===== config.mk =====
export PLATFORM = sky130hd
export DESIGN_NAME = serial_pattern_tx
export DESIGN_NICKNAME = d
export VERILOG_FILES = /design/src/rtl/seq_link_pkg.sv /design/src/rtl/serial_pattern_tx_shift.sv /design/src/rtl/serial_pattern_tx.sv
export SDC_FILE = /design/constraint.sdc
export NUM_CORES = 1
export LEC_CHECK = 0
export BUFFER_PORTS_ARGS = -buffer_cell sky130_fd_sc_hd__buf_2
export CELL_PAD_IN_SITES_DETAIL_PLACEMENT = 1
export CELL_PAD_IN_SITES_GLOBAL_PLACEMENT = 2
export CORE_MARGIN = 4
export CORE_UTILIZATION = 38
export DETAILED_ROUTE_END_ITERATION = 7
export PLACE_DENSITY_LB_ADDON = 0.08
export SKIP_LAST_GASP = 1
export SLEW_MARGIN = 10
export SYNTH_ARGS = -nofsm -noshare
export SYNTH_HDL_FRONTEND = slang
export SYNTH_SLANG_ARGS = --single-unit

===== constraint.sdc =====
create_clock -name clk -period 5 [get_ports clk]
set_clock_uncertainty 0.15 [all_clocks]
set_input_delay 1 -clock clk [delete_from_list [all_inputs] [get_ports clk]]
set_output_delay 1 -clock clk [all_outputs]
set_load 0.05 [all_outputs]

===== src/rtl/seq_link_pkg.sv =====
// Shared types and constants for the serial sequence link (pattern transmitter and detector side).
package seq_link_pkg;

   typedef enum logic [1:0] {
      IDLE  = 2'd0,
      SHIFT = 2'd1,
      GAP   = 2'd2,
      DONE  = 2'd3
   } tx_state_t;

   localparam logic IDLE_LVL_DEFAULT = 1'b0;

endpackage


===== src/rtl/serial_pattern_tx_shift.sv =====
// pat_shift_reg: latches the pattern, shifts it out MSB-first and tracks the bit index of the frame.
// With PATTX_PARITY_EN defined the frame gains a trailing even-parity bit.
module pat_shift_reg #(
   parameter int PAT_W = 4
) (
   input  logic             clk,
   input  logic             reset,
   input  logic             load,
   input  logic             reload,
   input  logic             shift,
   input  logic [PAT_W-1:0] pattern_in,
   output logic             bit_out,
   output logic             first_bit,
   output logic             last_bit
);

   localparam int IDX_W = $clog2(PAT_W + 1);

   logic [PAT_W-1:0] pat_lat;
   logic [PAT_W-1:0] sr;
   logic [IDX_W-1:0] idx;

   always_ff @(posedge clk or posedge reset) begin
      if (reset) begin
         pat_lat <= '0;
         sr      <= '0;
         idx     <= '0;
      end else if (load) begin
         pat_lat <= pattern_in;
         sr      <= pattern_in;
         idx     <= '0;
      end else if (reload) begin
         sr      <= pat_lat;
         idx     <= '0;
      end else if (shift) begin
         sr      <= {sr[PAT_W-2:0], 1'b0};
         idx     <= idx + IDX_W'(1);
      end
   end

   assign first_bit = (idx == '0);

`ifdef PATTX_PARITY_EN
   // index PAT_W is the parity slot that follows the last data bit
   assign bit_out  = (idx == IDX_W'(PAT_W)) ? ^pat_lat : sr[PAT_W-1];
   assign last_bit = (idx == IDX_W'(PAT_W));
`else
   assign bit_out  = sr[PAT_W-1];
   assign last_bit = (idx == IDX_W'(PAT_W - 1));
`endif

endmodule


===== src/rtl/serial_pattern_tx.sv =====
// Serial pattern transmitter: repeats a latched pattern MSB-first with idle gaps, then pulses done.
// Optional PATTX_PARITY_EN appends an even-parity bit to every frame.
//
// state | meaning
// IDLE  | waiting for start; ready asserted once the previous done has cleared
// SHIFT | one frame bit per cycle (data bits, then parity when enabled)
// GAP   | GAP_CYC idle-level cycles between repetitions
// DONE  | single cycle after the last frame; produces the done pulse
module serial_pattern_tx
   import seq_link_pkg::*;
#(
   parameter int   PAT_W    = 4,
   parameter int   CNT_W    = 4,
   parameter int   GAP_CYC  = 2,
   parameter logic IDLE_LVL = IDLE_LVL_DEFAULT
) (
   input  logic             clk,
   input  logic             reset,
   input  logic             start,
   input  logic [PAT_W-1:0] pattern_in,
   input  logic [CNT_W-1:0] repeat_cnt,
   output logic             ready,
   output logic             out,
   output logic             out_valid,
   output logic             frame_start,
   output logic             done
);

   localparam int GAP_W = (GAP_CYC > 1) ? $clog2(GAP_CYC) : 1;

   tx_state_t        state, state_nxt;
   logic [CNT_W-1:0] reps_left;
   logic [GAP_W-1:0] gap_cnt;
   logic             accept;
   logic             sr_load, sr_reload, sr_shift;
   logic             bit_out, first_bit, last_bit;
   logic             ready_q, out_q, out_valid_q, frame_start_q, done_q;

   // ready_q can only be high while the FSM sits in IDLE, so it alone qualifies start
   assign accept = start & ready_q;

   pat_shift_reg #(.PAT_W(PAT_W)) u_shift (
      .clk        (clk),
      .reset      (reset),
      .load       (sr_load),
      .reload     (sr_reload),
      .shift      (sr_shift),
      .pattern_in (pattern_in),
      .bit_out    (bit_out),
      .first_bit  (first_bit),
      .last_bit   (last_bit)
   );

   always_ff @(posedge clk or posedge reset) begin
      if (reset) state <= IDLE;
      else       state <= state_nxt;
   end

   always_comb begin
      state_nxt = state;
      sr_load   = 1'b0;
      sr_reload = 1'b0;
      sr_shift  = 1'b0;
      case (state)
         IDLE: begin
            if (accept) begin
               state_nxt = SHIFT;
               sr_load   = 1'b1;
            end
         end
         SHIFT: begin
            if (last_bit) begin
               sr_reload = 1'b1;
               if (reps_left > CNT_W'(1)) state_nxt = (GAP_CYC == 0) ? SHIFT : GAP;
               else                       state_nxt = DONE;
            end else begin
               sr_shift = 1'b1;
            end
         end
         GAP: begin
            if (gap_cnt == '0) state_nxt = SHIFT;
         end
         DONE: state_nxt = IDLE;
         default: state_nxt = IDLE;
      endcase
   end

   always_ff @(posedge clk or posedge reset) begin
      if (reset) begin
         reps_left <= '0;
         gap_cnt   <= '0;
      end else begin
         if (accept)
            reps_left <= (repeat_cnt == '0) ? CNT_W'(1) : repeat_cnt;
         else if (state == SHIFT && last_bit && reps_left > CNT_W'(1))
            reps_left <= reps_left - CNT_W'(1);

         if (state == SHIFT && last_bit)
            gap_cnt <= (GAP_CYC > 0) ? GAP_W'(GAP_CYC - 1) : '0;
         else if (state == GAP && gap_cnt != '0)
            gap_cnt <= gap_cnt - GAP_W'(1);
      end
   end

   // outputs are registered from the current state, so they trail it by one cycle
   always_ff @(posedge clk or posedge reset) begin
      if (reset) begin
         ready_q       <= 1'b1;
         out_q         <= IDLE_LVL;
         out_valid_q   <= 1'b0;
         frame_start_q <= 1'b0;
         done_q        <= 1'b0;
      end else begin
         ready_q       <= (state == IDLE) && !accept;
         out_q         <= (state == SHIFT) ? bit_out : IDLE_LVL;
         out_valid_q   <= (state == SHIFT);
         frame_start_q <= (state == SHIFT) && first_bit;
         done_q        <= (state == DONE);
      end
   end

   assign ready       = ready_q;
   assign out         = out_q;
   assign out_valid   = out_valid_q;
   assign frame_start = frame_start_q;
   assign done        = done_q;

endmodule

==> metrics.txt, run 1 <==
# TYPE chip_impl_metric gauge
chip_impl_info{name="path_delay_family",value="flip-flops"} 1
chip_impl_metric{name="initial_antenna_violation_count",unit=""} 0
chip_impl_metric{name="fillerInstances",unit=""} 335
chip_impl_metric{name="overflow",unit=""} 0
chip_impl_metric{name="seq_area_frac_synth",unit=""} 0.492
chip_impl_metric{name="finalCriticalPeriod",unit="ns"} 2.39
chip_impl_metric{name="max_slew_margin_vs_limit",unit=""} 0.418
chip_impl_metric{name="slew_viol_final",unit=""} 0
chip_impl_metric{name="path_clk_slew",unit="ns"} 0.13
chip_impl_info{name="synth.top_cells.by_area",value="dfrtp_1 (47%), o311ai_0 (4.5%), ha_1 (4.3%)"} 1
chip_impl_info{name="timing.critical_path.cells",value="buf_2"} 1
chip_impl_metric{name="yosysUniqueCellTypes",unit=""} 36
chip_impl_metric{name="power.ir.vdd_worst",unit="µV"} 243
chip_impl_metric{name="post-synth-top-area-fraction",unit=""} 0.470
chip_impl_info{name="setup.worst_path.start_class",value="flip-flop"} 1
chip_impl_metric{name="route.detailed.vias_per_inst",unit=""} 5.68
chip_impl_metric{name="netlist_area",unit="µm²"} 1170
chip_impl_metric{name="p_leak",unit="nW"} 0.603
chip_impl_metric{name="postCtsSetupRepairBufs",unit=""} 0
chip_impl_metric{name="grt_util_all_layers",unit=""} 0.153
chip_impl_metric{name="finalHoldViolations",unit=""} 0
chip_impl_metric{name="dieWidth",unit="µm"} 63.5
chip_impl_metric{name="routedWlPerCell",unit="µm"} 16.7
chip_impl_info{name="hold_path_class",value="flip-flop to flip-flop"} 1
chip_impl_metric{name="ys.warnings.count",unit=""} 0
chip_impl_metric{name="fp.dieArea",unit="µm²"} 4040
chip_impl_info{name="critPathSlowestCell",value="dfstp_2"} 1
chip_impl_info{name="tritoncts_clock_tree",value="done"} 1
chip_impl_metric{name="stdcell_area",unit="µm²"} 1290
chip_impl_metric{name="post_cts_resized",unit=""} 0
chip_impl_info{name="rsz0062_at_grt",value="no"} 1
chip_impl_info{name="ctsRootBufferMaster",value="clkbuf_4"} 1
chip_impl_metric{name="hold_buffers",unit=""} 0
chip_impl_metric{name="cts_buffers",unit=""} 3
chip_impl_info{name="outcome",value="finished clean"} 1
chip_impl_info{name="synth_flop_cell",value="dfrtp_1"} 1
chip_impl_metric{name="rows",unit=""} 19
chip_impl_metric{name="first_pass_detailed_route_iteration_total",unit=""} 4
chip_impl_metric{name="detail_route.wirelength",unit="µm"} 2650
chip_impl_metric{name="worst-slew-pin-transition",unit="ns"} 0.872
chip_impl_metric{name="final_nets",unit=""} 144
chip_impl_info{name="post-synth-top-count-cell",value="dfrtp_1"} 1
chip_impl_metric{name="wire_length_of_the_first_global_routing_pass",unit="µm"} 4830
chip_impl_metric{name="fp.dieH",unit="µm"} 63.5
chip_impl_metric{name="route.antenna.remaining_nets",unit=""} 0
chip_impl_metric{name="grt_max_degree",unit=""} 24
chip_impl_metric{name="diodes",unit=""} 0
chip_impl_info{name="timing.critical_path.to_type",value="primary output"} 1
chip_impl_metric{name="final_layout_size_suffix_gt1_frac",unit=""} 0.203
chip_impl_metric{name="synth_fp_nets",unit=""} 129
chip_impl_metric{name="post-dp-hpwl",unit="µm"} 1970
chip_impl_metric{name="worstPathArrival",unit="ns"} 1.24
chip_impl_metric{name="start_util",unit=""} 0.411
chip_impl_metric{name="synth-edff-count",unit=""} 0
chip_impl_metric{name="cts.sink_count",unit=""} 23
chip_impl_metric{name="tns",unit="ns"} 0
chip_impl_metric{name="max_root_sink_buffers",unit=""} 2
chip_impl_metric{name="power_per_cell_area",unit="nW/µm²"} 632
chip_impl_metric{name="floorplan.io_pins",unit=""} 16
chip_impl_metric{name="setup_viol",unit=""} 0
chip_impl_metric{name="cap_violations",unit=""} 0
chip_impl_metric{name="clock_insertion_delay_worst_skew",unit="ns"} 0.32
chip_impl_metric{name="drt_iter0_drc",unit=""} 50
chip_impl_metric{name="dpl-instance-area",unit="µm²"} 1270
chip_impl_metric{name="htree_num_levels",unit=""} 1
chip_impl_info{name="synth_top_area_cell",value="dfrtp_1"} 1
chip_impl_metric{name="buffer_and_inverter_count_on_the_worst_path",unit=""} 1
chip_impl_metric{name="yosys_register_bits",unit=""} 23
chip_impl_metric{name="max_freq",unit="MHz"} 418
chip_impl_metric{name="syn_inst",unit=""} 114
chip_impl_metric{name="synthesis.area_per_instance",unit="µm²"} 10.3
chip_impl_metric{name="critical-path-max-stage-delay",unit="ns"} 0.64
chip_impl_metric{name="detailroute.via_count",unit=""} 903
chip_impl_metric{name="place.port_buffers",unit=""} 15
chip_impl_metric{name="path_max_fanout",unit=""} 10
chip_impl_metric{name="design.core.area",unit="µm²"} 2850
chip_impl_metric{name="first_global_vias",unit=""} 983
chip_impl_metric{name="detail_route.drc_violations",unit=""} 0
chip_impl_metric{name="layout-area-overhead-vs-synth",unit="%"} 10.5
chip_impl_metric{name="weighted_congestion_reported_at_the_end_of_routability_driven_placement",unit=""} 0.720
chip_impl_metric{name="cp.required",unit="ns"} 3.85
chip_impl_metric{name="share_of_the_cycle_needed_by_the_critical_path_after_routing",unit=""} 0.478
chip_impl_metric{name="synthArstFlopShare",unit=""} 1.00
chip_impl_info{name="netlist_top_cells_count",value="dfrtp_1 (22), inv_1 (10), nand2_1 (8), a21oi_1 (7)"} 1
chip_impl_info{name="criticalPathCategory",value="flip-flop to primary output"} 1
==> power breakdown <==
part	total (mW)	internal (mW)	switching, mW
registers	0.368	0.274	0.0947
clock network	0.0874	0.0299	0.0574
logic	0.362	0.144	0.218
==> layout make-up <==
cell class | instances | area [µm²] | share of cell area
flip-flops and latches | 23 | 577 | 0.445
multi-input cells | 74 | 528 | 0.408
repair buffers | 16 | 82.6 | 0.0638
inverters | 11 | 41.3 | 0.0319
well taps | 31 | 38.8 | 0.0300
clock buffers | 3 | 22.5 | 0.0174
clock inverters | 1 | 5.00 | 0.00386
==> placed cells by master, fill, tap and decap left out, drive strengths merged, types with 3 or more instances in the layout <==
master	n
mux2i	3
dfrtp	22
nor2	3
nand2	8
buf	16
and2	3
nor3	3
nand2b	4
ha	4
clkbuf	3
a21oi	7
mux2	3
o21ai	6
inv	10
a211o	3
o311ai	6
==> kinds of logic after synthesis <==
group           after synthesis  share of synthesized area
flops                        23                      0.492
simple gates                 29                      0.145
buf+inv                      17                     0.0576
fa+ha+maj                     4                     0.0427
compound gates               35                      0.208
mux                           6                     0.0544
==> final timing paths <==
check | from | end | cells past startpoint | slack, ns
min reg2reg | u_shift.pat_lat[1]$_DFFE_PP0P_ | u_shift.pat_lat[1]$_DFFE_PP0P_ | 1 | 0.37
min in group asynchronous | reset | gap_cnt$_DFFE_PP0P_ | 2 | 0.69
max in group asynchronous | reset | done$_DFF_PP0_ | 2 | 3.47
max | ready$_DFF_PP1_ | ready | 1 | 2.61
max reg2reg | state[0]$_DFFE_PP0P_ | reps_left[2]$_DFFE_PP0P_ | 3 | 2.97
min | u_shift.pat_lat[1]$_DFFE_PP0P_ | u_shift.pat_lat[1]$_DFFE_PP0P_ | 1 | 0.37
==> through the flow <==
step	hold WS [ns]	cells	util	setup slack, ns	total power [mW]
after global placement	0.349	155	0.444	2.80	0.728
after detailed placement	0.354	155	0.444	2.78	0.738
after floorplan	0.318	114	-	2.78	0.636
final	0.375	159	0.454	2.61	0.818
after CTS	0.385	159	0.454	2.60	0.828
after global routing	0.406	159	0.454	2.55	0.904
==> flip-flops by register name, indices dropped and copies added, names as in the netlist <==
name             flops
reps_left            4
u_shift.pat_lat      4
gap_cnt              1
frame_start          1
ready                1
out_valid            1
state                2
u_shift.idx          3
done                 1
u_shift.sr           4
out                  1
==> routing by layer <==
| layer | part of all wire | GRT usage |
|---|---|---|
| met1 | 0.51 | 0.219 |
| met2 | 0.45 | 0.228 |
| met3 | 0.025 | 0.0266 |
| met4 | 0.0068 | 0.0566 |
| met5 | 0 | 0 |
(Power assumes the default switching activity.)
==> run 2, diff against run 1 <==
--- a/config.mk
+++ b/config.mk
@@ -9,7 +9,7 @@
 export CELL_PAD_IN_SITES_DETAIL_PLACEMENT = 1
 export CELL_PAD_IN_SITES_GLOBAL_PLACEMENT = 2
 export CORE_MARGIN = 4
-export CORE_UTILIZATION = 38
+export CORE_UTILIZATION = 32
 export DETAILED_ROUTE_END_ITERATION = 7
 export PLACE_DENSITY_LB_ADDON = 0.08
 export SKIP_LAST_GASP = 1
==> constraint.sdc (replaced) <==
create_clock -name clk -period 2 [get_ports clk]
set_clock_uncertainty 0.15 [all_clocks]
set_input_delay 0.4 -clock clk [delete_from_list [all_inputs] [get_ports clk]]
set_output_delay 0.4 -clock clk [all_outputs]
set_load 0.05 [all_outputs]
==> metrics.txt, run 2 (synthesized netlist as in run 1, its figures left out) <==
# TYPE chip_impl_metric gauge
chip_impl_info{name="outcome",value="finished clean"} 1
chip_impl_metric{name="cp.required",unit="ns"} 1.45
chip_impl_metric{name="routedWlPerCell",unit="µm"} 15.6
chip_impl_metric{name="fp.dieH",unit="µm"} 68.5
chip_impl_metric{name="max_slew_margin_vs_limit",unit=""} 0.738
chip_impl_metric{name="final_layout_size_suffix_gt1_frac",unit=""} 0.220
chip_impl_info{name="rsz0062_at_grt",value="no"} 1
chip_impl_metric{name="power.internal",unit="mW"} 1.22
chip_impl_metric{name="grt.met1_usage",unit=""} 0.190
chip_impl_metric{name="layout.core_utilization",unit=""} 0.395
chip_impl_metric{name="fp.dieArea",unit="µm²"} 4700
chip_impl_metric{name="post-dp-hpwl",unit="µm"} 2080
chip_impl_metric{name="path_max_fanout",unit=""} 10
chip_impl_metric{name="power.ir.vdd_worst",unit="µV"} 566
chip_impl_metric{name="final_nets",unit=""} 148
chip_impl_info{name="ctsRootBufferMaster",value="clkbuf_8"} 1
chip_impl_info{name="path_delay_family",value="flip-flops"} 1
chip_impl_metric{name="slew_viol_final",unit=""} 0
chip_impl_metric{name="path_clk_slew",unit="ns"} 0.08
chip_impl_metric{name="met2_use_gr",unit=""} 0.217
chip_impl_info{name="endpoint_of_the_worst_register_to_register_path",value="u_shift.pat_lat[1]$_DFFE_PP0P_"} 1
chip_impl_metric{name="layout_setup_ws",unit="ns"} 0.248
chip_impl_info{name="busiest_layer",value="met2"} 1
chip_impl_metric{name="layout-area-overhead-vs-synth",unit="%"} 16.1
chip_impl_metric{name="switchingPower",unit="mW"} 0.934
chip_impl_metric{name="reg2reg_setup_slack",unit="ns"} 0.27
chip_impl_metric{name="finish.cell_count_without_fillers",unit=""} 178
chip_impl_info{name="critPathSlowestCell",value="dfstp_2"} 1
chip_impl_metric{name="share_of_the_cycle_needed_by_the_critical_path_after_routing",unit=""} 0.876
chip_impl_metric{name="dieWidth",unit="µm"} 68.5
chip_impl_metric{name="place.port_buffers",unit=""} 15
chip_impl_metric{name="sw_frac_of_total",unit=""} 0.434
chip_impl_metric{name="clock_insertion_delay_worst_skew",unit="ns"} 0.26
chip_impl_info{name="leading_cell_type_in_the_layout_fill_and_taps_excluded",value="dfrtp_1"} 1
chip_impl_metric{name="htree_num_levels",unit=""} 1
chip_impl_metric{name="rows",unit=""} 21
chip_impl_info{name="largestRegisters",value="reps_left (4), u_shift.pat_lat (4), u_shift.sr (4)"} 1
chip_impl_metric{name="first_pass_detailed_route_iteration_total",unit=""} 4
chip_impl_info{name="worst_setup_ep",value="ready"} 1
chip_impl_metric{name="route.detailed.vias_per_inst",unit=""} 5.07
chip_impl_metric{name="diodes",unit=""} 0
chip_impl_metric{name="start_util",unit=""} 0.341
chip_impl_metric{name="fillerInstances",unit=""} 398
chip_impl_metric{name="overflow",unit=""} 0
chip_impl_metric{name="detail_route.wirelength",unit="µm"} 2780
chip_impl_metric{name="wire_length_of_the_first_global_routing_pass",unit="µm"} 4820
chip_impl_metric{name="p_clk_frac",unit=""} 0.135
chip_impl_metric{name="power.sequential.fraction",unit=""} 0.420
chip_impl_metric{name="setup_viol",unit=""} 0
chip_impl_metric{name="max_freq",unit="MHz"} 571
chip_impl_metric{name="grt_util_all_layers",unit=""} 0.140
chip_impl_metric{name="buffer_and_inverter_count_on_the_worst_path",unit=""} 1
chip_impl_metric{name="cap_violations",unit=""} 0
chip_impl_metric{name="postCtsSetupRepairBufs",unit=""} 0
chip_impl_metric{name="logic_depth_of_the_worst_register_to_register_path",unit=""} 3
chip_impl_metric{name="tns",unit="ns"} 0
chip_impl_metric{name="hold_buffers",unit=""} 0
chip_impl_info{name="setup.worst_path.start_class",value="flip-flop"} 1
chip_impl_metric{name="grt_max_degree",unit=""} 24
chip_impl_info{name="criticalPathCategory",value="flip-flop to primary output"} 1
chip_impl_metric{name="detailroute.via_count",unit=""} 903
chip_impl_metric{name="dpl.cell_count",unit=""} 174
chip_impl_metric{name="drt_iter0_drc",unit=""} 49
chip_impl_info{name="crit_path_start",value="ready$_DFF_PP1_"} 1
chip_impl_info{name="tritoncts_clock_tree",value="done"} 1
chip_impl_metric{name="share_of_total_power_in_combinational_logic",unit=""} 0.446
chip_impl_metric{name="first_global_vias",unit=""} 953
chip_impl_metric{name="design.core.area",unit="µm²"} 3440
chip_impl_metric{name="finalHoldViolations",unit=""} 0
chip_impl_metric{name="worstPathArrival",unit="ns"} 1.20
chip_impl_metric{name="worst-slew-pin-transition",unit="ns"} 0.387
chip_impl_metric{name="detail_route.drc_violations",unit=""} 0
chip_impl_metric{name="grt_util_met3",unit=""} 0.0357
chip_impl_metric{name="total_stage_count_of_the_critical_path",unit=""} 1
chip_impl_metric{name="placement.setup.worst_slack",unit="ns"} 0.268
chip_impl_metric{name="initial_antenna_violation_count",unit=""} 0
chip_impl_metric{name="p_leak",unit="nW"} 0.628
chip_impl_info{name="r2r_start",value="ready$_DFF_PP1_"} 1
chip_impl_metric{name="route.antenna.remaining_nets",unit=""} 0
chip_impl_metric{name="cts_buffers",unit=""} 3
chip_impl_info{name="timing.critical_path.to_type",value="primary output"} 1
chip_impl_metric{name="power_per_cell_area",unit="nW/µm²"} 1580
chip_impl_metric{name="max_root_sink_buffers",unit=""} 2
chip_impl_metric{name="cts.sink_count",unit=""} 23
chip_impl_metric{name="post_cts_resized",unit=""} 0
chip_impl_info{name="timing.critical_path.cells",value="buf_2"} 1
chip_impl_metric{name="finalCriticalPeriod",unit="ns"} 1.75
chip_impl_info{name="final_cell_mix",value="dfrtp_1 (22), buf_2 (15), inv_1 (10)"} 1
chip_impl_metric{name="floorplan.io_pins",unit=""} 16
chip_impl_metric{name="critical-path-max-stage-delay",unit="ns"} 0.64
chip_impl_info{name="hold_path_class",value="input pin to async pin"} 1
chip_impl_metric{name="weighted_congestion_reported_at_the_end_of_routability_driven_placement",unit=""} 0.840
run 2: cell types whose count changed in the layout (fill, tap and decap cells not counted):
cell / change
buf_4: +4
clkinv_2: -1
clkbuf_8: +3
clkbuf_4: -3
clkbuf_1: +1
run 2: metrics by stage:
step | hold WS (ns) | power, mW | cell area, µm²
2_1_floorplan | 0.251 | 1.59 | 1170
3_3_place_gp | 0.308 | 1.87 | 1320
3_5_place_dp | 0.313 | 1.89 | 1320
4_1_cts | 0.0228 | 2.19 | 1360
5_1_grt | 0.0553 | 2.36 | 1360
6_report | 0.0179 | 2.15 | 1360
run 2: power by group through the flow:
stage / clock network, mW / registers [mW] / logic, mW
final: 0.290 / 0.904 / 0.960
after global routing: 0.331 / 0.940 / 1.09
after CTS: 0.305 / 0.906 / 0.978
after detailed placement: 0 / 0.913 / 0.975
after global placement: 0 / 0.904 / 0.966
after floorplan: 0 / 0.965 / 0.624
run 2: cell type report:
cell class                 count  area [µm²]  area share
tap                           46        57.6      0.0423
sequential                    23         577       0.424
multi-input combinational     74         528       0.388
timing repair buffer          20         113      0.0827
inverter                      11        41.3      0.0303
clock buffer                   4        45.0      0.0331
run 2: worst min-delay path by stage:
| stage | to | cells after the start | slack [ns] |
|---|---|---|---|
| floorplan | done$_DFF_PP0_ | 1 | 0.25 |
| detailed placement | out$_DFF_PP0_ | 3 | 0.31 |
| global placement | out$_DFF_PP0_ | 3 | 0.31 |
| CTS | out_valid$_DFF_PP0_ | 3 | 0.02 |
| finish | u_shift.idx[0]$_DFFE_PP0P_ | 3 | 0.02 |
| global route | u_shift.sr[0]$_DFFE_PP0P_ | 3 | 0.06 |
run 2: routing by layer:
layer	vias to the layer above	wire length [µm]
met2	10	1270
met4	0	36
met5	-	0
met1	437	1380
met3	4	83
li1	452	-
run 2: worst min-delay path: cells and delay by family:
kind | cells | cell delay, ns
buf+inv | 3 | 0.42
==> run 3, diff against run 2 <==
==> constraint.sdc (replaced) <==
create_clock -name clk -period 1.5 [get_ports clk]
set_clock_uncertainty 0.15 [all_clocks]
set_input_delay 0.3 -clock clk [delete_from_list [all_inputs] [get_ports clk]]
set_output_delay 0.3 -clock clk [all_outputs]
set_load 0.05 [all_outputs]
==> metrics.txt, run 3 (synthesized netlist as in run 1, its figures left out) <==
# TYPE chip_impl_metric gauge
chip_impl_info{name="outcome",value="complete, but fails checks"} 1
chip_impl_info{name="failed_checks",value="negative setup slack"} 1
chip_impl_metric{name="grt_max_degree",unit=""} 24
chip_impl_metric{name="layout_setup_ws",unit="ns"} -0.0769
chip_impl_metric{name="grt_util_all_layers",unit=""} 0.153
chip_impl_metric{name="initial_antenna_violation_count",unit=""} 0
chip_impl_metric{name="post-dp-hpwl",unit="µm"} 2230
chip_impl_metric{name="stdcell_area",unit="µm²"} 1640
chip_impl_info{name="tritoncts_clock_tree",value="done"} 1
chip_impl_metric{name="wire_length_of_the_first_global_routing_pass",unit="µm"} 5160
chip_impl_info{name="setup.worst_path.start_class",value="flip-flop"} 1
chip_impl_metric{name="final_layout_size_suffix_gt1_frac",unit=""} 0.411
chip_impl_metric{name="fp.dieArea",unit="µm²"} 4700
chip_impl_metric{name="detailroute.via_count",unit=""} 1002
chip_impl_metric{name="first_pass_detailed_route_iteration_total",unit=""} 4
chip_impl_metric{name="reg2reg_setup_slack",unit="ns"} -0.08
chip_impl_metric{name="power.ir.vdd_worst",unit="µV"} 745
chip_impl_metric{name="detail_route.wirelength",unit="µm"} 3120
chip_impl_metric{name="setup_viol",unit=""} 10
chip_impl_metric{name="finalCriticalPeriod",unit="ns"} 1.58
chip_impl_metric{name="first_global_vias",unit=""} 1064
chip_impl_metric{name="number_of_instances_on_the_worst_hold_path",unit=""} 3
chip_impl_metric{name="path_max_fanout",unit=""} 3
chip_impl_metric{name="overflow",unit=""} 0
chip_impl_metric{name="dpl-instance-area",unit="µm²"} 1410
chip_impl_metric{name="route.antenna.remaining_nets",unit=""} 0
chip_impl_metric{name="p_leak",unit="nW"} 0.752
chip_impl_info{name="min_delay_worst_endpoint",value="u_shift.pat_lat[0]$_DFFE_PP0P_"} 1
chip_impl_metric{name="fillerInstances",unit=""} 388
chip_impl_metric{name="finalHoldViolations",unit=""} 0
chip_impl_info{name="endpoint_of_the_worst_register_to_register_path",value="reps_left[2]$_DFFE_PP0P_"} 1
chip_impl_metric{name="share_of_the_cycle_needed_by_the_critical_path_after_routing",unit=""} 1.05
chip_impl_metric{name="design.core.area",unit="µm²"} 3440
chip_impl_info{name="r2r_start",value="reps_left[0]$_DFFE_PP0P_"} 1
chip_impl_metric{name="cts.sink_count",unit=""} 23
chip_impl_metric{name="detail_route.drc_violations",unit=""} 0
chip_impl_info{name="timing.critical_path.to_type",value="flip-flop"} 1
chip_impl_metric{name="max_slew_margin_vs_limit",unit=""} 0.799
chip_impl_metric{name="slew_viol_final",unit=""} 0
chip_impl_metric{name="place.port_buffers",unit=""} 15
chip_impl_metric{name="logic_depth_of_the_worst_register_to_register_path",unit=""} 5
chip_impl_metric{name="start_util",unit=""} 0.341
chip_impl_metric{name="dieWidth",unit="µm"} 68.5
chip_impl_metric{name="weighted_congestion_reported_at_the_end_of_routability_driven_placement",unit=""} 0.801
chip_impl_metric{name="fp.dieH",unit="µm"} 68.5
chip_impl_metric{name="cp.required",unit="ns"} 1.55
chip_impl_metric{name="layout.core_utilization",unit=""} 0.475
chip_impl_metric{name="route.detailed.vias_per_inst",unit=""} 5.09
chip_impl_metric{name="layout-area-overhead-vs-synth",unit="%"} 39.5
chip_impl_info{name="ctsRootBufferMaster",value="clkbuf_8"} 1
chip_impl_metric{name="clock_insertion_delay_worst_skew",unit="ns"} 0.27
chip_impl_metric{name="drt_iter0_drc",unit=""} 32
chip_impl_metric{name="final_nets",unit=""} 167
chip_impl_metric{name="power_per_cell_area",unit="nW/µm²"} 2180
chip_impl_metric{name="cts_buffers",unit=""} 3
chip_impl_metric{name="rows",unit=""} 21
chip_impl_metric{name="worst-slew-pin-transition",unit="ns"} 0.297
chip_impl_info{name="largestRegisters",value="reps_left (4), u_shift.pat_lat (4), u_shift.sr (4)"} 1
chip_impl_metric{name="placement.setup.worst_slack",unit="ns"} -0.0889
chip_impl_metric{name="routedWlPerCell",unit="µm"} 15.8
chip_impl_metric{name="htree_num_levels",unit=""} 1
chip_impl_info{name="final_cell_mix",value="dfrtp_1 (20), buf_4 (20), buf_2 (14)"} 1
chip_impl_info{name="hold_path_class",value="input pin to flip-flop"} 1
chip_impl_metric{name="cap_violations",unit=""} 0
chip_impl_info{name="min_from",value="pattern_in[0]"} 1
chip_impl_info{name="criticalPathCategory",value="flip-flop to flip-flop"} 1
chip_impl_info{name="rsz0062_at_grt",value="yes"} 1
chip_impl_metric{name="path_clk_slew",unit="ns"} 0.09
chip_impl_metric{name="diodes",unit=""} 0
chip_impl_metric{name="max_root_sink_buffers",unit=""} 2
chip_impl_metric{name="worstPathArrival",unit="ns"} 1.62
chip_impl_metric{name="floorplan.io_pins",unit=""} 16
chip_impl_metric{name="max_freq",unit="MHz"} 634
==> run 3: cell types whose count changed in the layout (fill, tap and decap cells not counted), sizes merged <==
| cell | previous run | this run |
|---|---|---|
| dlygate4sd3 | 0 | 1 |
| clkbuf | 4 | 3 |
| clkinv | 1 | 2 |
| buf | 20 | 38 |
==> run 3: worst max-delay path, stage by stage, from the launching register on <==
cell and delay [ns]:
dfrtp_1 0.41, inv_2 0.07, ha_4 0.14, inv_2 0.04, or4_4 0.50, a31oi_2 0.18
==> run 3: cell type report <==
| class | count | area [µm²] | share of cell area |
|---|---|---|---|
| Clock buffer | 3 | 41.3 | 0.0252 |
| Clock inverter | 1 | 5.00 | 0.00306 |
| Inverter | 11 | 41.3 | 0.0252 |
| Multi-Input combinational cell | 74 | 623 | 0.381 |
| Sequential cell | 23 | 579 | 0.354 |
| Tap cell | 46 | 57.6 | 0.0352 |
| Timing Repair Buffer | 39 | 288 | 0.176 |
==> run 3: how the worst max path moves through the flow <==
stage,from,endpoint,depth (start not counted)
CTS,state[0]$_DFFE_PP0P_,u_shift.pat_lat[1]$_DFFE_PP0P_,3
floorplan,ready$_DFF_PP1_,u_shift.pat_lat[1]$_DFFE_PP0P_,4
detailed placement,ready$_DFF_PP1_,u_shift.pat_lat[2]$_DFFE_PP0P_,3
finish,reps_left[0]$_DFFE_PP0P_,reps_left[2]$_DFFE_PP0P_,5
global route,state[1]$_DFFE_PP0P_,reps_left[2]$_DFFE_PP0P_,3
global placement,ready$_DFF_PP1_,u_shift.pat_lat[1]$_DFFE_PP0P_,3
==> run 3: timing repair <==
item                       in CTS  in global routing
resized for setup               8                 18
pin swaps                       0                  3
setup buffers                   2                  5
setup endpoints to repair      11                 16
hold endpoints to repair       22                  0
hold buffers                    1                  0
==> run 3: stage by stage <==
step | TNS [ns] | std cells | power (mW) | hold slack, ns
6_report | -0.377 | 197 | 3.57 | 0.0855
5_1_grt | -1.15 | 197 | 3.87 | 0.0999
4_1_cts | -0.343 | 192 | 3.30 | 0.0793
3_5_place_dp | -0.346 | 185 | 2.76 | 0.219
3_3_place_gp | -0.0520 | 185 | 2.72 | 0.210
2_1_floorplan | -1.35 | 114 | 2.19 | 0.151
==> run 3: routing by layer <==
metal / GRT usage / vias to the layer above / share of wire
met2: 0.251 / 11 / 0.49
met4: 0.0471 / 0 / 0.0087
met5: 0 / - / 0
met1: 0.196 / 494 / 0.47
met3: 0.0373 / 4 / 0.030
li1: - / 493 / -
==> run 3: power by group <==
group | internal [mW] | total, mW | leakage [nW] | switching [mW]
registers | 0.920 | 1.19 | 0.276 | 0.267
clock network | 0.186 | 0.391 | 0.0255 | 0.206
logic | 0.994 | 1.99 | 0.451 | 1.00
